===== config.mk =====
export PLATFORM = sky130hd
export DESIGN_NAME = sub_part
export DESIGN_NICKNAME = d
export VERILOG_FILES = /design/src/rtl/sub_part.sv
export SDC_FILE = /design/constraint.sdc
export NUM_CORES = 1
export LEC_CHECK = 0
export ABC_CLOCK_PERIOD_IN_PS = 6500
export BUFFER_PORTS_ARGS = -buffer_cell sky130_fd_sc_hd__buf_4
export CAP_MARGIN = 20
export CORE_MARGIN = 1
export CORE_UTILIZATION = 50
export CTS_BUF_LIST = sky130_fd_sc_hd__clkbuf_2
export DETAILED_ROUTE_END_ITERATION = 8
export HOLD_SLACK_MARGIN = 0.05
export PLACE_DENSITY_LB_ADDON = 0.15
export SETUP_SLACK_MARGIN = 0.2
export SYNTH_ARGS = -nofsm -noshare
export SYNTH_HDL_FRONTEND = slang
export SYNTH_SLANG_ARGS = --single-unit
export TNS_END_PERCENT = 10

===== constraint.sdc =====
create_clock -name CLK -period 6.5 [get_ports CLK]
set_input_delay 0 -clock CLK [delete_from_list [all_inputs] [get_ports CLK]]
set_output_delay 0 -clock CLK [all_outputs]
set_load 0.1 [all_outputs]

===== src/rtl/sub_part.sv =====
// Two-stage registered PD velocity controller for the BLDC speed loop.
// Optional macro SUB_PART_VALID_EN adds the out_valid port and the v1/v2 valid pipeline.
module sub_part #(
    parameter int unsigned SHIFT = 2
) (
    input  logic              CLK,
    input  logic              RST_N,
    input  logic              EN,
    input  logic [7:0]        target_vel,
    input  logic [7:0]        current_vel,
    input  logic [3:0]        Kp,
    input  logic [3:0]        Kd,
    output logic signed [8:0] out_vel
`ifdef SUB_PART_VALID_EN
    ,
    output logic              out_valid
`endif
);

    localparam int unsigned E_W   = 9;
    localparam int unsigned D_W   = 10;
    localparam int unsigned ACC_W = 16;

    localparam logic signed [ACC_W-1:0] SAT_MAX = 16'sd255;
    localparam logic signed [ACC_W-1:0] SAT_MIN = -16'sd256;

    logic signed [E_W-1:0]   r_e;
    logic signed [D_W-1:0]   r_d;
    logic signed [E_W-1:0]   r_prev_e;
    logic signed [E_W-1:0]   r_out_vel;

    logic signed [E_W-1:0]   w_e;
    logic signed [D_W-1:0]   w_d;
    logic signed [ACC_W-1:0] w_kp;
    logic signed [ACC_W-1:0] w_kd;
    logic signed [ACC_W-1:0] w_e_ext;
    logic signed [ACC_W-1:0] w_d_ext;
    logic signed [ACC_W-1:0] w_sum;
    logic signed [ACC_W-1:0] w_shift;
    logic signed [E_W-1:0]   w_sat;

    // Stage-1 error and derivative against the last enabled sample
    assign w_e = $signed({1'b0, target_vel}) - $signed({1'b0, current_vel});
    assign w_d = {w_e[E_W-1], w_e} - {r_prev_e[E_W-1], r_prev_e};

    // Stage-2 PD sum; 16 bits covers 15*255 + 15*510 without overflow
    assign w_kp    = {12'b0, Kp};
    assign w_kd    = {12'b0, Kd};
    assign w_e_ext = {{(ACC_W-E_W){r_e[E_W-1]}}, r_e};
    assign w_d_ext = {{(ACC_W-D_W){r_d[D_W-1]}}, r_d};
    assign w_sum   = (w_kp * w_e_ext) + (w_kd * w_d_ext);
    assign w_shift = w_sum >>> SHIFT;

    always_comb begin
        w_sat = w_shift[E_W-1:0];
        if (w_shift > SAT_MAX) begin
            w_sat = SAT_MAX[E_W-1:0];
        end else if (w_shift < SAT_MIN) begin
            w_sat = SAT_MIN[E_W-1:0];
        end
    end

    always_ff @(posedge CLK) begin
        if (!RST_N) begin
            r_e       <= '0;
            r_d       <= '0;
            r_prev_e  <= '0;
            r_out_vel <= '0;
        end else if (EN) begin
            r_e       <= w_e;
            r_d       <= w_d;
            r_prev_e  <= w_e;
            r_out_vel <= w_sat;
        end
    end

    assign out_vel = r_out_vel;

`ifdef SUB_PART_VALID_EN
    logic r_v1;
    logic r_v2;

    always_ff @(posedge CLK) begin
        if (!RST_N) begin
            r_v1 <= 1'b0;
            r_v2 <= 1'b0;
        end else if (EN) begin
            r_v1 <= 1'b1;
            r_v2 <= r_v1;
        end
    end

    assign out_valid = r_v2;
`endif

endmodule


# == Word-level counts from Yosys, hierarchy flattened ==
# Cells that the tools add are included.
# totals
reg_bits,28
word_cells,12
# classes
add_sub_neg,3
n_mul,2
order_cmp,2
mux,2
# op_table
op,count
$mux 9,2
$add 14x15->16,1
$mul 5x10->15,1
$gt 14x9->1 const B,1
$lt 14x9->1 const B,1
$mul 5x9->14,1
$sub 9x9->10,1
$sub 8x8->9,1

# == Logic depth before layout (Yosys ltp) ==
# Gate-level depths: netlist of run 1.
# logic_depth
word_depth,5
ltp_mapped,21
mapped_depth_nobuf,20

# == Worst setup path before layout of run 1 ==
# OpenSTA, ideal clock, no wires.
# synth_timing
kind,register to register
startpoint,"reg, netlist name r_prev_e[3]"
endpoint,"reg r_out_vel[0], in the netlist out_vel[0]"
setup_time_ps,139
t_arrival_ps,5229
required_ps,6361
setup_slack_ps,1132
stages_incl_launch_ff,19
period_less_slack_ps,5368
cell_sequence,dfxtp_1 nand2_1 fa_1 inv_1 fa_1 fa_1 fa_1 inv_1 fa_1 inv_1 ha_1 and3_2 a221oi_2 nor3_1 or3_4 nor3_1 o21ai_1 o41ai_4 a211oi_1
# synth_rtl
item,line,source
"end signal, assigned",73,r_out_vel <= w_sat;
"end, declared",30,logic signed [E_W-1:0] r_out_vel;

==> key figures, run 1 <==
Timing
  • Slew Limit Headroom: 68.5%
  • Final Hold Fails: 0
  • Total negative slack: 0 ns
  • Fmax: 173 MHz
  • Fin crit period: 5.77 ns
  • Fraction of the cycle the final worst path needs: 88.8%
  • Final setup fails: 0
  • Slew Viols, Final: 0
  • Slew @ Worst Pin: 0.471 ns
  • RSZ-0062 raised after global routing: false
  • Final Skew: 0.0220 ns

Logic synthesis
  • Synthesized net count: 703
  • Synth warn: 0
  • Syn Area/Cell: 8.79 sq um
  • Post-synthesis sequential area ratio: 11.6%
  • Area of the mapped netlist: 4820 sq um
  • Synth Register Bits: 28
  • Post-synth EDFFs: 0
  • Async SR Flop Fraction: 0%
  • Syn Inst Count: 548
  • Post-synth cell types: 46
  • Main synth FF type: dfxtp_1
  • Count leader, synth: inv_1
  • Synth top cells by count: 124 x inv_1, 67 x fa_1, 61 x ha_1, 45 x and2_1, 41 x nand2_1
  • Share of the synthesized area in the top cell type: 27.8%
  • Yosys top cell by area: fa_1
  • Area contributors post-synth: fa_1 28%, ha_1 16%, dfxtp_1 12%, inv_1 9.7%, and2_1 5.8%

Critical path
  • Critical path buffer and inverter count: 3
  • Crit-path slowest cell: fa_1
  • R2r endpoint: out_vel[1]
  • R2R cell count: 18
  • CP arrival: 6.08 ns
  • Startpoint Class: flop
  • Most used cell, CP: fa_1
  • R2R Setup Slk: 0.73 ns
  • Critical path startpoint: r_prev_e[2]
  • Worst EP required: 6.80 ns
  • Start of the worst register-to-register path: r_prev_e[2]
  • Crit path max-delay family: adder cells
  • Worst setup EP type: flop
  • Worst-path cell chain: nand2_1 -> fa_1 -> inv_1 -> fa_1 -> fa_1 -> fa_1 -> inv_1 -> fa_1 -> inv_1 -> ha_1 -> a21o_1 -> a221oi_2 -> nor3_1 -> or3_4 -> nor3_1 -> o21ai_1 -> o41ai_4 -> a211oi_1
  • Crit Path Category: reg -> reg
  • CP max FO: 8
  • Largest stage delay on the critical path: 0.55 ns

CTS
  • H-tree depth: 1
  • CTS tree: built
  • Clk_lat worst skew: 0.41 ns
  • Clk sink count: 28
  • Setup bufs post-CTS: 0
  • Clock transition at path regs: 0.31 ns
  • Total CTS buffers: 3
  • Clk root buf: clkbuf_2
  • Post_cts resized: 0
  • Clk buf depth: 2

Floorplan
  • Die Wd: 100 microns
  • Die Ht: 100 microns
  • Num ports: 36
  • CORE AREA: 9280 sq um
  • Total die area: 10,000 sq um
  • Initial Util: 51.9%
  • Row count: 35

Hold path
  • Hold path depth: 5
  • Hold Crit Class: in -> reg
  • Hold_sp: current_vel[6]
  • Hold worst-path end: r_prev_e[7]

Detailed routing
  • Vias: 3,523
  • Final WL: 8.97 mm
  • Drc violations: 0
  • WL/cell: 12.6 microns
  • DR iter-0 viols: 73
  • Post-detailed-route count of antenna-violating nets: 0
  • Vias per cell: 4.95
  • Detailed Routing Iterations Pass 1: 4

Final layout
  • Final design utilization: 57.3%
  • Layout cell share with drive strength beyond 1: 8.06%
  • ANT cells: 0
  • Post-layout nets: 739
  • Area grow syn2layout: 10.4%

Global route
  • Vias in the first global route: 3,600
  • Initial antenna violation count: 0
  • GRT overflow: 0
  • First-pass GRT wire length: 15.8 mm
  • Largest net degree at the start of global routing: 41
  • Overall Global Routing Usage: 19.7%

Power and ir drop
  • Total power: 1.62 mW
  • Pwr/cell area: 305 nW/um^2
  • Max IR drop VDD: 194 uV
  • LEAKAGE: 2.80 nW

Placement
  • RD Place Congestion: 0.876
  • Dpl hpwl: 7.76 mm
  • Port bufs: 35

Run
  • Max-cap violations: 0

Run status
  • Status: complete, no violations
[worst register-to-register path, delay by kind of cell (launching register included)]
kind            cells  cell delay (ns)
flops               1             0.49
simple gates        4             0.80
compound gates      5             1.30
buf+inv             3             0.14
fa+ha+maj           6             2.93
[metrics by stage]
step,cells,setup slack (ns),hold WS (ns),cell area (sq um)
floorplan,548,1.13,0.264,4820
global placement,700,0.913,0.416,5200
detailed placement,700,0.761,0.423,5200
CTS,712,0.666,0.0602,5320
global route,712,0.356,0.0973,5320
finish,712,0.725,0.102,5320
[layout make-up]
type | count | area, sq um
flip-flops and latches | 28 | 561
fillers | 880 | 3960
clock buffers | 3 | 15.0
inverters | 124 | 465
clock inverters | 1 | 30.0
multi-input cells | 384 | 3750
repair buffers | 43 | 343
well taps | 129 | 161
[worst max-delay path by stage]
stage                 end  cells after the start  slack (ns)
5_1_grt        out_vel[7]                     18        0.36
3_3_place_gp   out_vel[0]                     18        0.91
6_report       out_vel[1]                     18        0.73
3_5_place_dp   out_vel[7]                     18        0.76
4_1_cts        out_vel[7]                     18        0.67
2_1_floorplan  out_vel[0]                     18        1.13
[registers in the layout, indices dropped and copies added (netlist names)]
name	flops
out_vel	9
r_d	10
r_prev_e	9
[cells in the final DEF (no fill, tap or decap), drive strengths merged, types with 3 or more instances in the layout]
master / synthesis / routed
inv: 124 / 124
fa: 67 / 67
ha: 61 / 61
and2: 45 / 45
nand2: 41 / 41
buf: 3 / 35
dfxtp: 28 / 28
xnor2: 19 / 19
a21oi: 18 / 18
nor2: 17 / 17
o21ai: 17 / 17
nor2b: 16 / 16
mux2i: 12 / 12
a211oi: 10 / 10
dlygate4sd3: 0 / 8
a21o: 6 / 6
xor2: 6 / 6
and3: 6 / 6
a21boi: 5 / 5
nand3b: 5 / 5
o211ai: 3 / 3
o211a: 3 / 3
clkbuf: 9 / 3
[logic make-up (layout without fill, tap and decap cells)]
logic type	count (synthesis)	in the layout	synth area share (%)
adders and majority gates	128	128	43.7
buffers and inverters	136	171	10.6
AOI/OAI and AO/OA	74	74	10.7
and+or+nand+nor	145	145	16.3
DFF	28	28	11.6
xor gates and xnor gates	25	25	4.54
muxes	12	12	2.49
[power breakdown]
part           internal [mW]  leakage [nW]  switching (mW)
registers              0.213         0.232          0.0337
logic                  0.492          2.54           0.770
clock network         0.0528        0.0266          0.0596
total                  0.758          2.80           0.863
[what timing repair did]
action	in CTS	in global routing
endpoints found under the setup margin	0	0
hold endpoints to repair	19	0
hold buffers	8	0
[layer usage]
layer | wire [microns] | track usage, % | vias up | part of all wire, %
li1 | - | - | 1794 | -
met1 | 4340 | 26.1 | 1679 | 48
met2 | 4410 | 35.6 | 44 | 49
met3 | 171 | 2.16 | 6 | 1.9
met4 | 58 | 2.68 | 0 | 0.65
met5 | 0 | 0 | - | 0
Note: power is estimated with default switching activity, not from simulation.
==> run 2, diff against run 1 <==
CAP_MARGIN = 25   (was 20)
PLACE_DENSITY_LB_ADDON = 0.08   (was 0.15)
==> run 2 against run 1 <==
Maximum frequency increased by 0.44%. Final area unchanged. Count of clock-buffer cells in the layout unchanged. Critical path depth did not move. Cell count did not move. Global-route usage grew 0.87 points. Sequential power barely moved. Register-to-register slack improved by 0.03 ns. Critical endpoint unchanged. Total power is essentially flat.
==> key figures, run 2 (synthesized netlist as in run 1, its figures left out) <==
Critical path
  • R2R Setup Slk: 0.75 ns (+0.03 ns)
  • Largest stage delay on the critical path: 0.54 ns (about the same)
  • WP depth: 18 (unchanged)
  • Crit Path Category: reg -> reg
  • Most used cell, CP: fa_1
  • Worst setup EP type: flop
  • Worst-path cell chain: nand2_1 -> fa_1 -> inv_1 -> fa_1 -> fa_1 -> fa_1 -> inv_1 -> fa_1 -> inv_1 -> ha_1 -> and3_2 -> a221oi_2 -> nor3_1 -> or3_4 -> nor3_1 -> o21ai_1 -> o41ai_4 -> a211oi_1
  • R2r endpoint: out_vel[1]
  • Critical path buffer and inverter count: 3 (unchanged)
  • Critical path startpoint: r_prev_e[5]
  • R2R cell count: 18 (unchanged)
  • Worst setup endpoint: out_vel[1]
  • Startpoint Class: flop
  • Worst EP required: 6.81 ns (about the same)
  • CP max FO: 8 (unchanged)
  • CP arrival: 6.06 ns (-0.02 ns)
  • Crit path max-delay family: adder cells
  • Start of the worst register-to-register path: r_prev_e[5]
  • Crit-path slowest cell: fa_1

Final layout
  • Final instance area: 5320 sq um (unchanged)
  • Commonest non-fill, non-tap cell in the layout: inv_1
  • Max reg flops: 10 (unchanged)
  • Most frequent cells in the layout: 124 x inv_1, 67 x fa_1, 61 x ha_1
  • Area grow syn2layout: 10.4% (unchanged)
  • ANT cells: 0 (unchanged)
  • Post-layout nets: 739 (unchanged)
  • Layout cell share with drive strength beyond 1: 8.06% (unchanged)
  • Most flops, register: r_d

Floorplan
  • Die Wd: 100 microns (unchanged)
  • Initial Util: 51.9% (unchanged)
  • Total die area: 10,000 sq um (unchanged)
  • Die Ht: 100 microns (unchanged)
  • Num ports: 36 (unchanged)
  • Row count: 35 (unchanged)
  • CORE AREA: 9280 sq um (unchanged)

CTS
  • Clk root buf: clkbuf_2
  • Clk sink count: 28 (unchanged)
  • Post_cts resized: 0 (unchanged)
  • Total CTS buffers: 3 (unchanged)
  • Clk buf depth: 2 (unchanged)
  • Clk_lat worst skew: 0.43 ns (+0.02 ns)
  • H-tree depth: 1 (unchanged)
  • Clock transition at path regs: 0.35 ns (+0.04 ns)
  • CTS tree: built
  • Hold buffer count at CTS: 8 (unchanged)
  • Setup bufs post-CTS: 0 (unchanged)

Power and ir drop
  • Pint: 0.756 mW (-0.25%)
  • Comb power frac: 77.3% (-0.5 points)
  • Net Switching: 0.864 mW (+0.11%)
  • Clock power share: 7.3% (+0.4 points)
  • Seq pwr share: 15.4% (+0.2 points)
  • Sw frac: 53.4% (+0.090 points)
  • LEAKAGE: 2.80 nW (about the same)
  • Max IR drop VDD: 201 uV (+3.8%)
  • Pwr/cell area: 304 nW/um^2 (about the same)

Timing
  • RSZ-0062 raised after global routing: false
  • Fin crit period: 5.75 ns (-0.0253 ns)
  • Total negative slack: 0 ns (unchanged)
  • Slew Viols, Final: 0 (unchanged)
  • Final Hold Fails: 0 (unchanged)
  • Final Skew: 0.0347 ns (+0.0127 ns)
  • Fraction of the cycle the final worst path needs: 88.5% (-0.39 points)
  • Slew @ Worst Pin: 0.477 ns (+0.00663 ns)
  • Final setup fails: 0 (unchanged)
  • Slew Limit Headroom: 68.1% (-0.44 points)
  • Fmax: 174 MHz (+0.44%)

Global route
  • Overall Global Routing Usage: 20.6% (+0.87 points)
  • Largest net degree at the start of global routing: 41 (unchanged)
  • GRT overflow: 0 (unchanged)
  • Vias in the first global route: 3,648 (+1.3%)
  • Initial antenna violation count: 0 (unchanged)
  • First-pass GRT wire length: 16.3 mm (+3.3%)

Placement
  • Port bufs: 35 (unchanged)
  • Post-DP Area: 5200 sq um (unchanged)
  • Dpl hpwl: 7.91 mm (+1.8%)
  • RD Place Congestion: 0.821 (-6.2%)

Detailed routing
  • Post-detailed-route count of antenna-violating nets: 0 (unchanged)
  • Drc violations: 0 (unchanged)
  • Detailed Routing Iterations Pass 1: 4 (unchanged)
  • WL met3: 201 microns (+18%)
  • Final WL: 9.18 mm (+2.3%)
  • Vias per cell: 4.96 (+0.28%)
  • WL met1: 4.43 mm (+2.1%)
  • DR iter-0 viols: 82 (+12%)
  • Met2 Wirelength: 4.47 mm (+1.6%)
  • Max Used Layer: met4
  • Vias: 3,533 (+0.28%)
  • WL/cell: 12.9 microns (+2.3%)

Run status
  • Status: complete, no violations

Run
  • Max-cap violations: 0 (unchanged)

Hold path
  • Hold_sp: current_vel[7]
  • Hold Crit Class: in -> reg
==> run 2: cell counts in the layout (fill, tap and decap cells not counted) <==
Identical to the previous run, type by type.
==> run 2: layout make-up <==
type | count | area [sq um]
clock buffers | 3 | 15.0
clock inverters | 1 | 30.0
fillers | 902 | 3960
inverters | 124 | 465
multi-input cells | 384 | 3750
flip-flops and latches | 28 | 561
well taps | 129 | 161
repair buffers | 43 | 343
==> run 2: how the worst min path moves through the flow <==
stage                     slack [ns]  cells after the start     endpoint
final                           0.08                      5  r_prev_e[7]
after global routing            0.08                      5  r_prev_e[7]
after CTS                       0.07                      5  r_prev_e[7]
after detailed placement        0.42                      3       r_d[9]
after global placement          0.41                      4  r_prev_e[0]
after floorplan                 0.26                      2   out_vel[8]
==> run 2: layer usage <==
layer / vias to the layer above / GRT usage [%]
met2: 44 / 35.8
met4: 0 / 4.35
met5: - / 0
li1: 1795 / -
met1: 1688 / 27.7
met3: 6 / 2.44
==> run 2: metrics by stage <==
stage / hold slack (ns) / instances / util, % / power [mW] / setup slack (ns)
global placement: 0.413 / 700 / 56.0 / 1.48 / 0.914
detailed placement: 0.417 / 700 / 56.0 / 1.52 / 0.716
floorplan: 0.264 / 548 / - / 1.28 / 1.13
finish: 0.0818 / 712 / 57.3 / 1.62 / 0.750
global route: 0.0775 / 712 / 57.3 / 1.83 / 0.387
CTS: 0.0653 / 712 / 57.3 / 1.65 / 0.687
==> run 2: worst reg2reg max path: stages (launching register included) <==
cell and delay (ns):
dfxtp_1 0.52, nand2_1 0.10, fa_1 0.49, inv_1 0.06, fa_1 0.52, fa_1 0.44
fa_1 0.54, inv_1 0.05, fa_1 0.53, inv_1 0.04, ha_1 0.35, and3_2 0.25
a221oi_2 0.39, nor3_1 0.11, or3_4 0.39, nor3_1 0.18, o21ai_1 0.11, o41ai_4 0.43
a211oi_1 0.14
==> run 2: power groups by stage <==
stage                     logic [mW]  clock network [mW]  registers (mW)
after floorplan                0.876                   0           0.406
after global placement          1.23                   0           0.252
after detailed placement        1.27                   0           0.254
after CTS                       1.27               0.122           0.250
after global routing            1.44               0.129           0.257
final                           1.25               0.118           0.249
==> run 3, diff against run 2 <==
CTS_BUF_LIST = sky130_fd_sc_hd__clkbuf_8   (was sky130_fd_sc_hd__clkbuf_2)
==> run 3 against run 2 <==
Die area did not move. Total power rose by 1.8%. Combinational power barely moved. Sequential power is essentially flat. Count of clock-buffer cells in the layout unchanged. Largest cell class unchanged. Wire length is 0.61% lower.
==> key figures, run 3 (synthesized netlist as in run 1, its figures left out) <==
Final layout
  • Commonest non-fill, non-tap cell in the layout: inv_1
  • Most frequent cells in the layout: 124 x inv_1, 67 x fa_1, 61 x ha_1
  • Area grow syn2layout: 9.32%
  • ANT cells: 0 (unchanged)
  • Post-layout nets: 731 (-1.1%)
  • Most flops, register: r_d
  • Layout cell share with drive strength beyond 1: 8.17% (+0.11 points)
  • Max reg flops: 10 (unchanged)

Global route
  • Vias in the first global route: 3,612 (-0.99%)
  • GRT overflow: 0 (unchanged)
  • Overall Global Routing Usage: 20.4% (-0.19 points)
  • First-pass GRT wire length: 16.3 mm (-0.46%)
  • Largest net degree at the start of global routing: 41 (unchanged)
  • Initial antenna violation count: 0 (unchanged)

CTS
  • Clk sink count: 28 (unchanged)
  • Clk_lat worst skew: 0.30 ns (-0.13 ns)
  • Clk buf depth: 2 (unchanged)
  • Total CTS buffers: 3 (unchanged)
  • Hold buffer count at CTS: 0 (-8)
  • H-tree depth: 1 (unchanged)
  • Setup bufs post-CTS: 0 (unchanged)
  • Clk root buf: clkbuf_8
  • Clock transition at path regs: 0.12 ns (-0.23 ns)
  • CTS tree: built
  • Post_cts resized: 0 (unchanged)

Timing
  • Total negative slack: 0 ns (unchanged)
  • RSZ-0062 raised after global routing: false
  • Slew Limit Headroom: 68.1% (about the same)
  • Slew Viols, Final: 0 (unchanged)
  • Fmax: 174 MHz (+0.19%)
  • Fin crit period: 5.74 ns (-0.0109 ns)
  • Slew @ Worst Pin: 0.476 ns (-0.000920 ns)
  • Final setup fails: 0 (unchanged)
  • Final Skew: 0.0157 ns (-0.0190 ns)
  • Min Hold Slack: 0.0921 ns (+0.0103 ns)
  • Fraction of the cycle the final worst path needs: 88.3% (-0.17 points)
  • Final Hold Fails: 0 (unchanged)
  • PnR worst setup slack: 0.761 ns (+0.0109 ns)

Floorplan
  • Total die area: 10,000 sq um (unchanged)
  • Num ports: 36 (unchanged)
  • CORE AREA: 9280 sq um (unchanged)
  • Initial Util: 51.9% (unchanged)
  • Row count: 35 (unchanged)
  • Die Wd: 100 microns (unchanged)
  • Die Ht: 100 microns (unchanged)

Placement
  • RD Place Congestion: 0.821 (unchanged)
  • Pre-CTS WS: 0.716 ns (unchanged)
  • Port bufs: 35 (unchanged)
  • Dpl hpwl: 7.91 mm (unchanged)

Detailed routing
  • Final WL: 9.13 mm (-0.61%)
  • Drc violations: 0 (unchanged)
  • Vias: 3,502 (-0.88%)
  • DR iter-0 viols: 63 (-23%)
  • WL/cell: 13.0 microns (+0.52%)
  • Vias per cell: 4.97 (+0.25%)
  • Post-detailed-route count of antenna-violating nets: 0 (unchanged)
  • Detailed Routing Iterations Pass 1: 4 (unchanged)

Critical path
  • Worst-path cell chain: nand2_1 -> fa_1 -> inv_1 -> fa_1 -> fa_1 -> fa_1 -> inv_1 -> fa_1 -> inv_1 -> ha_1 -> and3_2 -> a221oi_2 -> nor3_1 -> or3_4 -> nor3_1 -> o21ai_1 -> o41ai_4 -> a211oi_1
  • CP arrival: 5.90 ns (-0.16 ns)
  • Largest stage delay on the critical path: 0.54 ns (about the same)
  • Crit path max-delay family: adder cells
  • CP max FO: 8 (unchanged)
  • Crit-path slowest cell: fa_1
  • Crit Path Category: reg -> reg
  • Startpoint Class: flop
  • Worst setup EP type: flop
  • Critical path buffer and inverter count: 3 (unchanged)
  • Most used cell, CP: fa_1
  • Worst EP required: 6.66 ns (-0.15 ns)

Run
  • Max-cap violations: 0 (unchanged)

Power and ir drop
  • LEAKAGE: 2.77 nW (-0.92%)
  • Pwr/cell area: 313 nW/um^2 (+2.9%)
  • Max IR drop VDD: 201 uV (about the same)
  • Total power: 1.65 mW (+1.8%)

Hold path
  • Hold Crit Class: in -> reg

Run status
  • Status: complete, no violations
-- run 3: changes by cell type in the layout (fill, tap and decap cells not counted), sizes merged --
cell / delta
dlygate4sd3: -8
-- run 3: metal layers --
metal | share of wire, % | GRT usage [%] | up-vias
met4 | 0.65 | 3.23 | 0
met5 | 0 | 0 | -
met3 | 1.9 | 2.16 | 6
met2 | 48 | 35.6 | 44
li1 | - | - | 1780
met1 | 49 | 27.8 | 1672
-- run 3: area by class of cell --
cell class                 instances  area, sq um
clock buffer                       3         41.3
inverter                         124          465
timing repair buffer              35          263
fill                             904         4020
sequential                        28          561
multi-input combinational        384         3750
clock inverter                     1         30.0
tap                              129          161
-- run 3: tightest hold or removal path: cells and delay by family --
kind | cells | cell delay, ns
buf+inv | 1 | 0.21
compound gates | 2 | 0.15
-- run 3: metrics by stage --
stage / util [%] / instances / area (sq um)
after floorplan: - / 548 / 4820
after global routing: 56.7 / 704 / 5270
after detailed placement: 56.0 / 700 / 5200
after global placement: 56.0 / 700 / 5200
final: 56.7 / 704 / 5270
after CTS: 56.7 / 704 / 5270
-- run 3: worst paths after layout --
path	start	cells after the start	endpoint	slack (ns)
min reg2reg	out_vel[0]	2	out_vel[0]	0.48
max reg2reg	r_prev_e[3]	18	out_vel[1]	0.76
min	RST_N	3	r_d[9]	0.09
max	r_prev_e[3]	18	out_vel[1]	0.76
-- run 3: where the power goes --
part | internal [mW] | switching (mW)
clock | 0.0828 | 0.0684
sequential | 0.213 | 0.0361
combinational | 0.486 | 0.763
